`config.mk`:
```
export PLATFORM = sky130hd
export DESIGN_NAME = sdhci_cmd_arbiter
export DESIGN_NICKNAME = d
export VERILOG_FILES = /design/src/rtl/sdhci_cmd_arbiter.sv
export SDC_FILE = /design/constraint.sdc
export NUM_CORES = 1
export LEC_CHECK = 0
export CORE_UTILIZATION = 25
export DETAILED_ROUTE_END_ITERATION = 7
export PLACE_DENSITY = 0.66
export RECOVER_POWER = 50
export SLEW_MARGIN = 20
export SYNTH_ARGS = -nofsm -noshare
export SYNTH_HDL_FRONTEND = slang
export SYNTH_SLANG_ARGS = --single-unit
```
`constraint.sdc`:
```
create_clock -name clk_i -period 2.3 [get_ports clk_i]
set_input_delay 0.23 -clock clk_i [delete_from_list [all_inputs] [get_ports clk_i]]
set_output_delay 0.23 -clock clk_i [all_outputs]
set_load 0.05 [all_outputs]
```
`src/rtl/sdhci_cmd_arbiter.sv`:
```
// SD CMD-line arbiter: fixed-priority grant of NumReq command sources onto one PHY,
// response checking, watchdog timeout, and halt-with-flush after any failed command.
module sdhci_cmd_arbiter #(
  parameter int unsigned NumReq         = 3,
  parameter int unsigned ArgWidth       = 32,
  parameter int unsigned WatchdogCycles = 1024
) (
  input  logic                         clk_i,
  input  logic                         rst_ni,
  input  logic [NumReq-1:0]            req_valid_i,
  output logic [NumReq-1:0]            req_ready_o,
  input  logic [NumReq*6-1:0]          req_index_i,
  input  logic [NumReq*ArgWidth-1:0]   req_arg_i,
  input  logic [NumReq*2-1:0]          req_rtype_i,
  output logic                         cmd_valid_o,
  input  logic                         cmd_ready_i,
  output logic [5:0]                   cmd_index_o,
  output logic [ArgWidth-1:0]          cmd_arg_o,
  output logic [1:0]                   cmd_rtype_o,
  input  logic                         rsp_done_i,
  input  logic [5:0]                   rsp_index_i,
  input  logic                         rsp_crc_err_i,
  input  logic                         rsp_end_err_i,
  input  logic                         rsp_timeout_i,
  output logic [NumReq-1:0]            done_o,
  output logic [3:0]                   err_o,
  output logic [NumReq-1:0]            not_issued_o,
  output logic                         halt_o,
  input  logic                         clear_halt_i,
  output logic                         busy_o
);

  localparam int unsigned WdWidth = $clog2(WatchdogCycles);
  localparam logic [WdWidth-1:0] WdLast = WdWidth'(WatchdogCycles - 1);

  typedef enum logic [1:0] {
    StIdle    = 2'd0,
    StIssue   = 2'd1,
    StWaitRsp = 2'd2
  } state_e;

  state_e               state_r, state_d_s;
  logic [5:0]           idx_r;
  logic [ArgWidth-1:0]  arg_r;
  logic [1:0]           rtype_r;
  logic [NumReq-1:0]    owner_r;
  logic [WdWidth-1:0]   wd_r;
  logic                 cmd_valid_r;
  logic [NumReq-1:0]    done_r;
  logic [3:0]           err_r;
  logic                 halt_r;
  logic                 busy_r;

  logic [NumReq-1:0]    grant_s;
  logic [5:0]           sel_index_s;
  logic [ArgWidth-1:0]  sel_arg_s;
  logic [1:0]           sel_rtype_s;
  logic [3:0]           rsp_err_s;
  logic [3:0]           err_s;
  logic                 latch_s;
  logic                 complete_s;
  logic [NumReq-1:0]    req_ready_s;
  logic [NumReq-1:0]    not_issued_s;

  // Isolates the lowest set bit: channel 0 always has highest priority.
  function automatic logic [NumReq-1:0] lowest_one_hot(input logic [NumReq-1:0] v);
    return v & (~v + NumReq'(1));
  endfunction

  // Priority grant and one-hot mux of the winning channel's command fields.
  always_comb begin
    grant_s     = lowest_one_hot(req_valid_i);
    sel_index_s = 6'd0;
    sel_arg_s   = {ArgWidth{1'b0}};
    sel_rtype_s = 2'b00;
    for (int i = 0; i < NumReq; i++) begin
      sel_index_s = sel_index_s | ({6{grant_s[i]}} & req_index_i[i*6 +: 6]);
      sel_arg_s   = sel_arg_s | ({ArgWidth{grant_s[i]}} & req_arg_i[i*ArgWidth +: ArgWidth]);
      sel_rtype_s = sel_rtype_s | ({2{grant_s[i]}} & req_rtype_i[i*2 +: 2]);
    end
  end

  // Response checking: no-response commands ignore the PHY, R2 skips the index check.
  always_comb begin
    case (rtype_r)
      2'b00:        rsp_err_s = 4'b0000;
      2'b01:        rsp_err_s = {1'b0, rsp_end_err_i, rsp_crc_err_i, rsp_timeout_i};
      2'b10, 2'b11: rsp_err_s = {(rsp_index_i != idx_r), rsp_end_err_i, rsp_crc_err_i,
                                 rsp_timeout_i};
      default:      rsp_err_s = 4'b0000;
    endcase
  end

  // Next-state logic plus the same-cycle accept/flush pulses.
  always_comb begin
    state_d_s    = state_r;
    req_ready_s  = {NumReq{1'b0}};
    not_issued_s = {NumReq{1'b0}};
    latch_s      = 1'b0;
    complete_s   = 1'b0;
    err_s        = 4'b0000;
    case (state_r)
      StIdle: begin
        if (grant_s != {NumReq{1'b0}}) begin
          req_ready_s = grant_s;
          if (halt_r) begin
            not_issued_s = grant_s;
          end else begin
            latch_s   = 1'b1;
            state_d_s = StIssue;
          end
        end else begin
          state_d_s = StIdle;
        end
      end
      StIssue: begin
        if (cmd_ready_i) begin
          state_d_s = StWaitRsp;
        end else begin
          state_d_s = StIssue;
        end
      end
      StWaitRsp: begin
        // A real response beats a watchdog expiry landing in the same cycle.
        if (rsp_done_i) begin
          complete_s = 1'b1;
          err_s      = rsp_err_s;
          state_d_s  = StIdle;
        end else if (wd_r == WdLast) begin
          complete_s = 1'b1;
          err_s      = 4'b0001;
          state_d_s  = StIdle;
        end else begin
          state_d_s = StWaitRsp;
        end
      end
      default: state_d_s = StIdle;
    endcase
  end

  // State register, latched command, watchdog and registered status outputs.
  always_ff @(posedge clk_i or negedge rst_ni) begin
    if (!rst_ni) begin
      state_r     <= StIdle;
      idx_r       <= 6'd0;
      arg_r       <= {ArgWidth{1'b0}};
      rtype_r     <= 2'b00;
      owner_r     <= {NumReq{1'b0}};
      wd_r        <= {WdWidth{1'b0}};
      cmd_valid_r <= 1'b0;
      done_r      <= {NumReq{1'b0}};
      err_r       <= 4'b0000;
      halt_r      <= 1'b0;
      busy_r      <= 1'b0;
    end else begin
      state_r <= state_d_s;
      busy_r  <= (state_d_s != StIdle);
      if (latch_s) begin
        idx_r       <= sel_index_s;
        arg_r       <= sel_arg_s;
        rtype_r     <= sel_rtype_s;
        owner_r     <= grant_s;
        cmd_valid_r <= 1'b1;
      end else if (state_r == StIssue && cmd_ready_i) begin
        cmd_valid_r <= 1'b0;
      end
      if (state_r == StWaitRsp) begin
        wd_r <= wd_r + WdWidth'(1);
      end else begin
        wd_r <= {WdWidth{1'b0}};
      end
      done_r <= complete_s ? owner_r : {NumReq{1'b0}};
      err_r  <= complete_s ? err_s : 4'b0000;
      // Error completion outranks a coincident clear request.
      if (complete_s && (err_s != 4'b0000)) begin
        halt_r <= 1'b1;
      end else if (clear_halt_i) begin
        halt_r <= 1'b0;
      end
    end
  end

  assign req_ready_o  = req_ready_s;
  assign not_issued_o = not_issued_s;
  assign cmd_valid_o  = cmd_valid_r;
  assign cmd_index_o  = idx_r;
  assign cmd_arg_o    = arg_r;
  assign cmd_rtype_o  = rtype_r;
  assign done_o       = done_r;
  assign err_o        = err_r;
  assign halt_o       = halt_r;
  assign busy_o       = busy_r;

endmodule

```
== After elaboration in Yosys (flattened, before gate mapping) ==
Cells that the tools add are included.

* Flip-flop bits (word level): 65
* Output and inout port bits: 56
* Bits of input ports: 137
* Word-level logic and storage cells: 75

* $add $sub $neg: 2
* Muxes and demuxes: 28
* Equality and inequality tests: 7
* Bitwise operators: 17
* Reductions and logical operators: 10

{| class="wikitable"
|+ Operators by type and width
! cell !! number
|-
| bitwise AND 32 bit || 3
|-
| OR 32 bit || 2
|-
| bitwise AND 6 bit || 3
|-
| 2-to-1 mux 3 bit || 6
|-
| 2-to-1 mux 4 bit || 3
|-
| OR 6 bit || 2
|-
| one-hot mux 4 bit (3 select lines) || 1
|-
| 2-to-1 mux 1 bit || 11
|-
| adder 10 x 1 -> 10 bit (second input constant) || 1
|-
| == test 10 bit (second input constant) || 1
|-
| 2-to-1 mux 10 bit || 1
|-
| 2-to-1 mux 2 bit || 5
|-
| bitwise AND 2 bit || 3
|-
| == test 2 bit (second input constant) || 3
|-
| inequality test 6 bit || 1
|-
| one-hot mux 2 bit (3 select lines) || 1
|-
| nonzero test 2 bit || 3
|-
| == test 2 x 1 -> 1 bit (second input constant) || 2
|-
| logical NOT 2 bit || 2
|-
| OR 2 bit || 2
|-
| nonzero test 4 bit || 1
|-
| adder 3 x 1 -> 3 bit (second input constant) || 1
|-
| bitwise AND 3 bit || 1
|-
| NOT 3 bit || 1
|-
| other kinds (3) || 4
|}

== Logic depth before layout (Yosys ltp) ==
* Depth after elaboration: 8
* Depth in mapped cells: 6

== Least setup slack after synthesis ==
OpenSTA, ideal clock, no wires.

* Kind: register -> output
* Start point: register state_r[1]
* End point: output port not_issued_o[1]
* Stages on the path, launching flop included: 3
* Path slack: -0.686 ns
* Data required time: 2.070 ns
* Path buffers: 0
* Arrival time: 2.756 ns
* Path through: dfrtp_1 > nor4b_1 > and2_1

* Word-level cells in the longest chain between the ends: 2

{| class="wikitable"
|+ RTL lines
! what !! line !! RTL
|-
| start: declaration || 42 || <nowiki>state_e state_r, state_d_s;</nowiki>
|-
| start signal: assignment || 144 || <nowiki>state_r <= StIdle;</nowiki>
|-
| start signal: assignment || 156 || <nowiki>state_r <= state_d_s;</nowiki>
|-
| logical NOT 2 bit || 102 || <nowiki>case (state_r)</nowiki>
|-
| 2-to-1 mux 3 bit || 102 ||
|-
| end: declaration || 27 || <nowiki>output logic [NumReq-1:0] not_issued_o,</nowiki>
|}

Every way passes these cells.

== Worst setup path in the final report ==
* Start point: register state_r[1]
* End point: register arg_r[6], in the netlist cmd_arg_o[6]

* Word-level cells in the longest chain between the ends: 2

{| class="wikitable"
|+ RTL lines
! what !! line !! RTL
|-
| logical NOT 2 bit || 102 ||
|-
| 2-to-1 mux 1 bit || 102 ||
|-
| end signal: assignment || 146 || <nowiki>arg_r <= {ArgWidth{1'b0}};</nowiki>
|-
| end signal: assignment || 160 || <nowiki>arg_r <= sel_arg_s;</nowiki>
|-
| end: declaration || 44 || <nowiki>logic [ArgWidth-1:0] arg_r;</nowiki>
|}

Every way passes these cells.
A chain may end at the register's enable or synchronous reset.

==> results.py <==
metrics = {
    "run_status": {
        "outcome": "finished, final reports clean",
    },
    "layout": {
        "fin_nets": 661,
        "regArea_sq_um": 1630,
        "postLayoutCellArea_sq_um": 5960,
        "multiInputGateArea_sq_um": 1790,
        "area_growth_pct": 68.4,
        "antenna_cells": 0,
        "drive_gt1_frac": 0.138,
        "fillers": 1324,
        "final_util": 0.431,
    },
    "worst_setup_path": {
        "startpoint_type": "register",
        "cp_slowest_stage_delay_ns": 0.50,
        "critical_path_class": "register to register",
        "critPathMaxFanout": 11,
        "cp-end-kind": "register",
        "arrival_ns": 2.26,
        "crit_chain": "nor3_1 > o31a_4 > clkbuf_2 > mux2_4",
        "worstPathRequired_ns": 2.50,
        "slowest_stage": "nor3_1",
    },
    "place": {
        "gp_congestion": 0.758,
        "dpl.hpwl_mm": 8.02,
        "placed_area_sq_um": 5650,
        "port_buffers": 192,
    },
    "global_routing": {
        "grtUsageMet2": 0.248,
        "track_usage": 0.144,
        "antenna_found_initial": 0,
        "use_met1": 0.167,
        "grt_pass1_vias": 3235,
        "overflow": 0,
        "grt_pass1_wl_mm": 16.2,
        "busiest_layer": "met2",
        "grt_max_degree": 69,
        "grt_util_met3": 0.0461,
    },
    "yosys": {
        "yosys-top-cells-area": "dfrtp_1, mux2_4, a22oi_1, o21ai_0, nand2_1",
        "syn_avg_cell_area_sq_um": 10.6,
        "syn_inst": 333,
        "post-synth-top-area-cell": "dfrtp_1",
        "synth_common_cells": "dfrtp_1, o21ai_0, nand2_1",
        "yosysSeqAreaShare": 0.460,
        "synth-main-ff-cell": "dfrtp_1",
        "synth_most_common_cell": "dfrtp_1",
        "async_reset_ff_frac": 1.00,
        "synth_cell_types": 38,
        "synth_nets": 471,
        "synth_edf_count": 0,
        "ys_warn_count": 0,
        "netlist_area_sq_um": 3540,
        "synth_top_area_frac": 0.460,
        "ys_ff_latch": 65,
    },
    "routing": {
        "drc": 0,
        "viasPerCell": 4.62,
        "wl_per_cell_um": 14.8,
        "wl_mm": 10.4,
        "first_iter_violations": 206,
        "firstDrtPassIters": 4,
        "drtAntennaViolNets": 0,
        "vias": 3273,
    },
    "floorplanning": {
        "start_util": 0.256,
        "rows": 43,
        "die_y_um": 121,
        "die_w_um": 121,
        "coreArea_sq_um": 13800,
        "pin_count": 193,
        "fp.dieArea_sq_um": 14600,
    },
    "clocking": {
        "numCtsBuffers": 9,
        "cts_root_buf": "clkbuf_16",
        "clkLatencyLatePin_ns": 0.32,
        "htreeDepth": 3,
        "cts.clk_slew.worst_paths_ns": 0.06,
        "cts_tree": "built",
        "cts.path.max_buffers": 2,
        "cts_sinks": 65,
    },
    "timing": {
        "slew_headroom": 0.290,
        "max_slew.worst_pin.slew_ns": 1.06,
        "hold_viol_final": 0,
        "hold_ws_ns": 0.279,
        "timing.setup.tns_ns": 0,
        "period_share": 0.892,
        "fin_crit_ns": 2.05,
        "slew_violations": 0,
        "rsz0062_at_grt": "false",
        "skew_ns": 0.00522,
        "fmax_mhz": 487,
        "finalSetupViolCount": 0,
    },
    "hold_path": {
        "min_path_type": "input pin to register",
    },
    "pwr": {
        "seqPwrFrac": 0.259,
        "p_int_w": 0.00424,
        "p_sw_frac": 0.414,
        "powerDensity_nw_per_um2": 1220,
        "total_power_w": 0.00725,
        "clockPowerShare": 0.190,
        "max-vdd-ir-drop_v": 0.000502,
        "p_sw_w": 0.00300,
        "cellLeakagePower_nw": 2.54,
        "power_frac_comb": 0.551,
    },
    "run": {
        "maxCapViolCount": 0,
    },
}
## flip-flops by register name (all words and copies together) (netlist names)
signal and flops:
halt_o 1, cmd_rtype_o 2, cmd_valid_o 1, busy_o 1, owner_r 3, wd_r 10
cmd_arg_o 32, err_o 4, cmd_index_o 6, done_o 3, state_r 2
## per-layer routing
metal / wire [um] / vias up
li1: - / 1579
met1: 4270 / 1547
met2: 5260 / 134
met3: 721 / 13
met4: 201 / 0
met5: 0 / -
## area by class of cell
class / instances / area share
Clock buffer: 12 / 0.0430
Clock inverter: 4 / 0.00861
Inverter: 2 / 0.00126
Multi-Input combinational cell: 243 / 0.300
Sequential cell: 65 / 0.273
Tap cell: 180 / 0.0378
Timing Repair Buffer: 202 / 0.336
## final timing paths
path,endpoint,from,slack (ns),depth (start not counted)
setup / recovery,cmd_arg_o[6]$_DFFE_PN0P_,state_r[1]$_DFF_PN0_,0.25,4
hold / removal,owner_r[1]$_DFFE_PN0P_,req_valid_i[1],0.28,3
setup reg to reg,cmd_arg_o[6]$_DFFE_PN0P_,state_r[1]$_DFF_PN0_,0.25,4
hold reg to reg,wd_r[0]$_DFF_PN0_,wd_r[0]$_DFF_PN0_,0.46,1
max in group asynchronous,err_o[3]$_DFF_PN0_,rst_ni,0.45,3
min in group asynchronous,err_o[2]$_DFF_PN0_,rst_ni,0.63,2
## worst max-delay path: cells and delay by family (launching register included)
kind	cells	cell delay, ns
DFF	1	0.46
muxes	1	0.34
buffers and inverters	1	0.37
and+or+nand+nor	1	0.50
AOI/OAI and AO/OA	1	0.26
## through the flow
| stage | instances | setup WS, ns |
|---|---|---|
| floorplan | 333 | 0.0761 |
| global route | 708 | 0.0586 |
| global placement | 691 | -0.0627 |
| finish | 708 | 0.248 |
| detailed placement | 691 | -0.119 |
| CTS | 708 | 0.0379 |
## cell usage in the layout (no fill, tap or decap), types with 2 or more instances in the layout
master | Yosys | layout
clkdlybuf4s50_1 | 0 | 179
dfrtp_1 | 65 | 65
o21ai_0 | 46 | 46
nand2_1 | 45 | 45
a22oi_1 | 40 | 40
mux2_4 | 39 | 39
nor2_1 | 11 | 11
clkbuf_16 | 0 | 9
nand3_1 | 7 | 7
xor2_1 | 7 | 7
and2_1 | 9 | 7
buf_4 | 0 | 6
dlygate4sd3_1 | 0 | 5
or3_1 | 4 | 4
xnor2_1 | 4 | 4
a21oi_1 | 3 | 3
and3_1 | 3 | 3
nor3_1 | 2 | 3
clkbuf_1 | 9 | 3
buf_2 | 7 | 3
buf_12 | 0 | 3
nand2b_1 | 2 | 2
and2_0 | 0 | 2
nand3b_1 | 2 | 2
inv_1 | 2 | 2
mux2_2 | 2 | 2
clkbuf_8 | 0 | 2
dlymetal6s2s_1 | 0 | 2
clkbuf_2 | 0 | 2
## what timing repair did
| action | in CTS | in global routing |
|---|---|---|
| setup endpoints to repair | 0 | 2 |
| hold buffers | 1 | 0 |
| buffers inserted | 0 | 0 |
| resized for setup | 0 | 2 |
| endpoints found under the hold margin | 19 | 0 |
## power groups by stage
| stage | logic [W] | registers [W] | clock network [W] |
|---|---|---|---|
| 5_1_grt | 0.00418 | 0.00193 | 0.00148 |
| 6_report | 0.00399 | 0.00188 | 0.00138 |
| 2_1_floorplan | 0.00144 | 0.00315 | 0 |
| 4_1_cts | 0.00405 | 0.00189 | 0.00143 |
| 3_3_place_gp | 0.00401 | 0.00188 | 0 |
| 3_5_place_dp | 0.00405 | 0.00189 | 0 |
## cells by family after synthesis
logic type / after synthesis / synth area share
AOI/OAI and AO/OA: 99 / 0.179
xor gates and xnor gates: 11 / 0.0272
adders and majority gates: 1 / 0.00354
buffers and inverters: 25 / 0.0375
DFF: 65 / 0.460
muxes: 41 / 0.172
and+or+nand+nor: 91 / 0.121
Power figures use the tool's default switching activity.
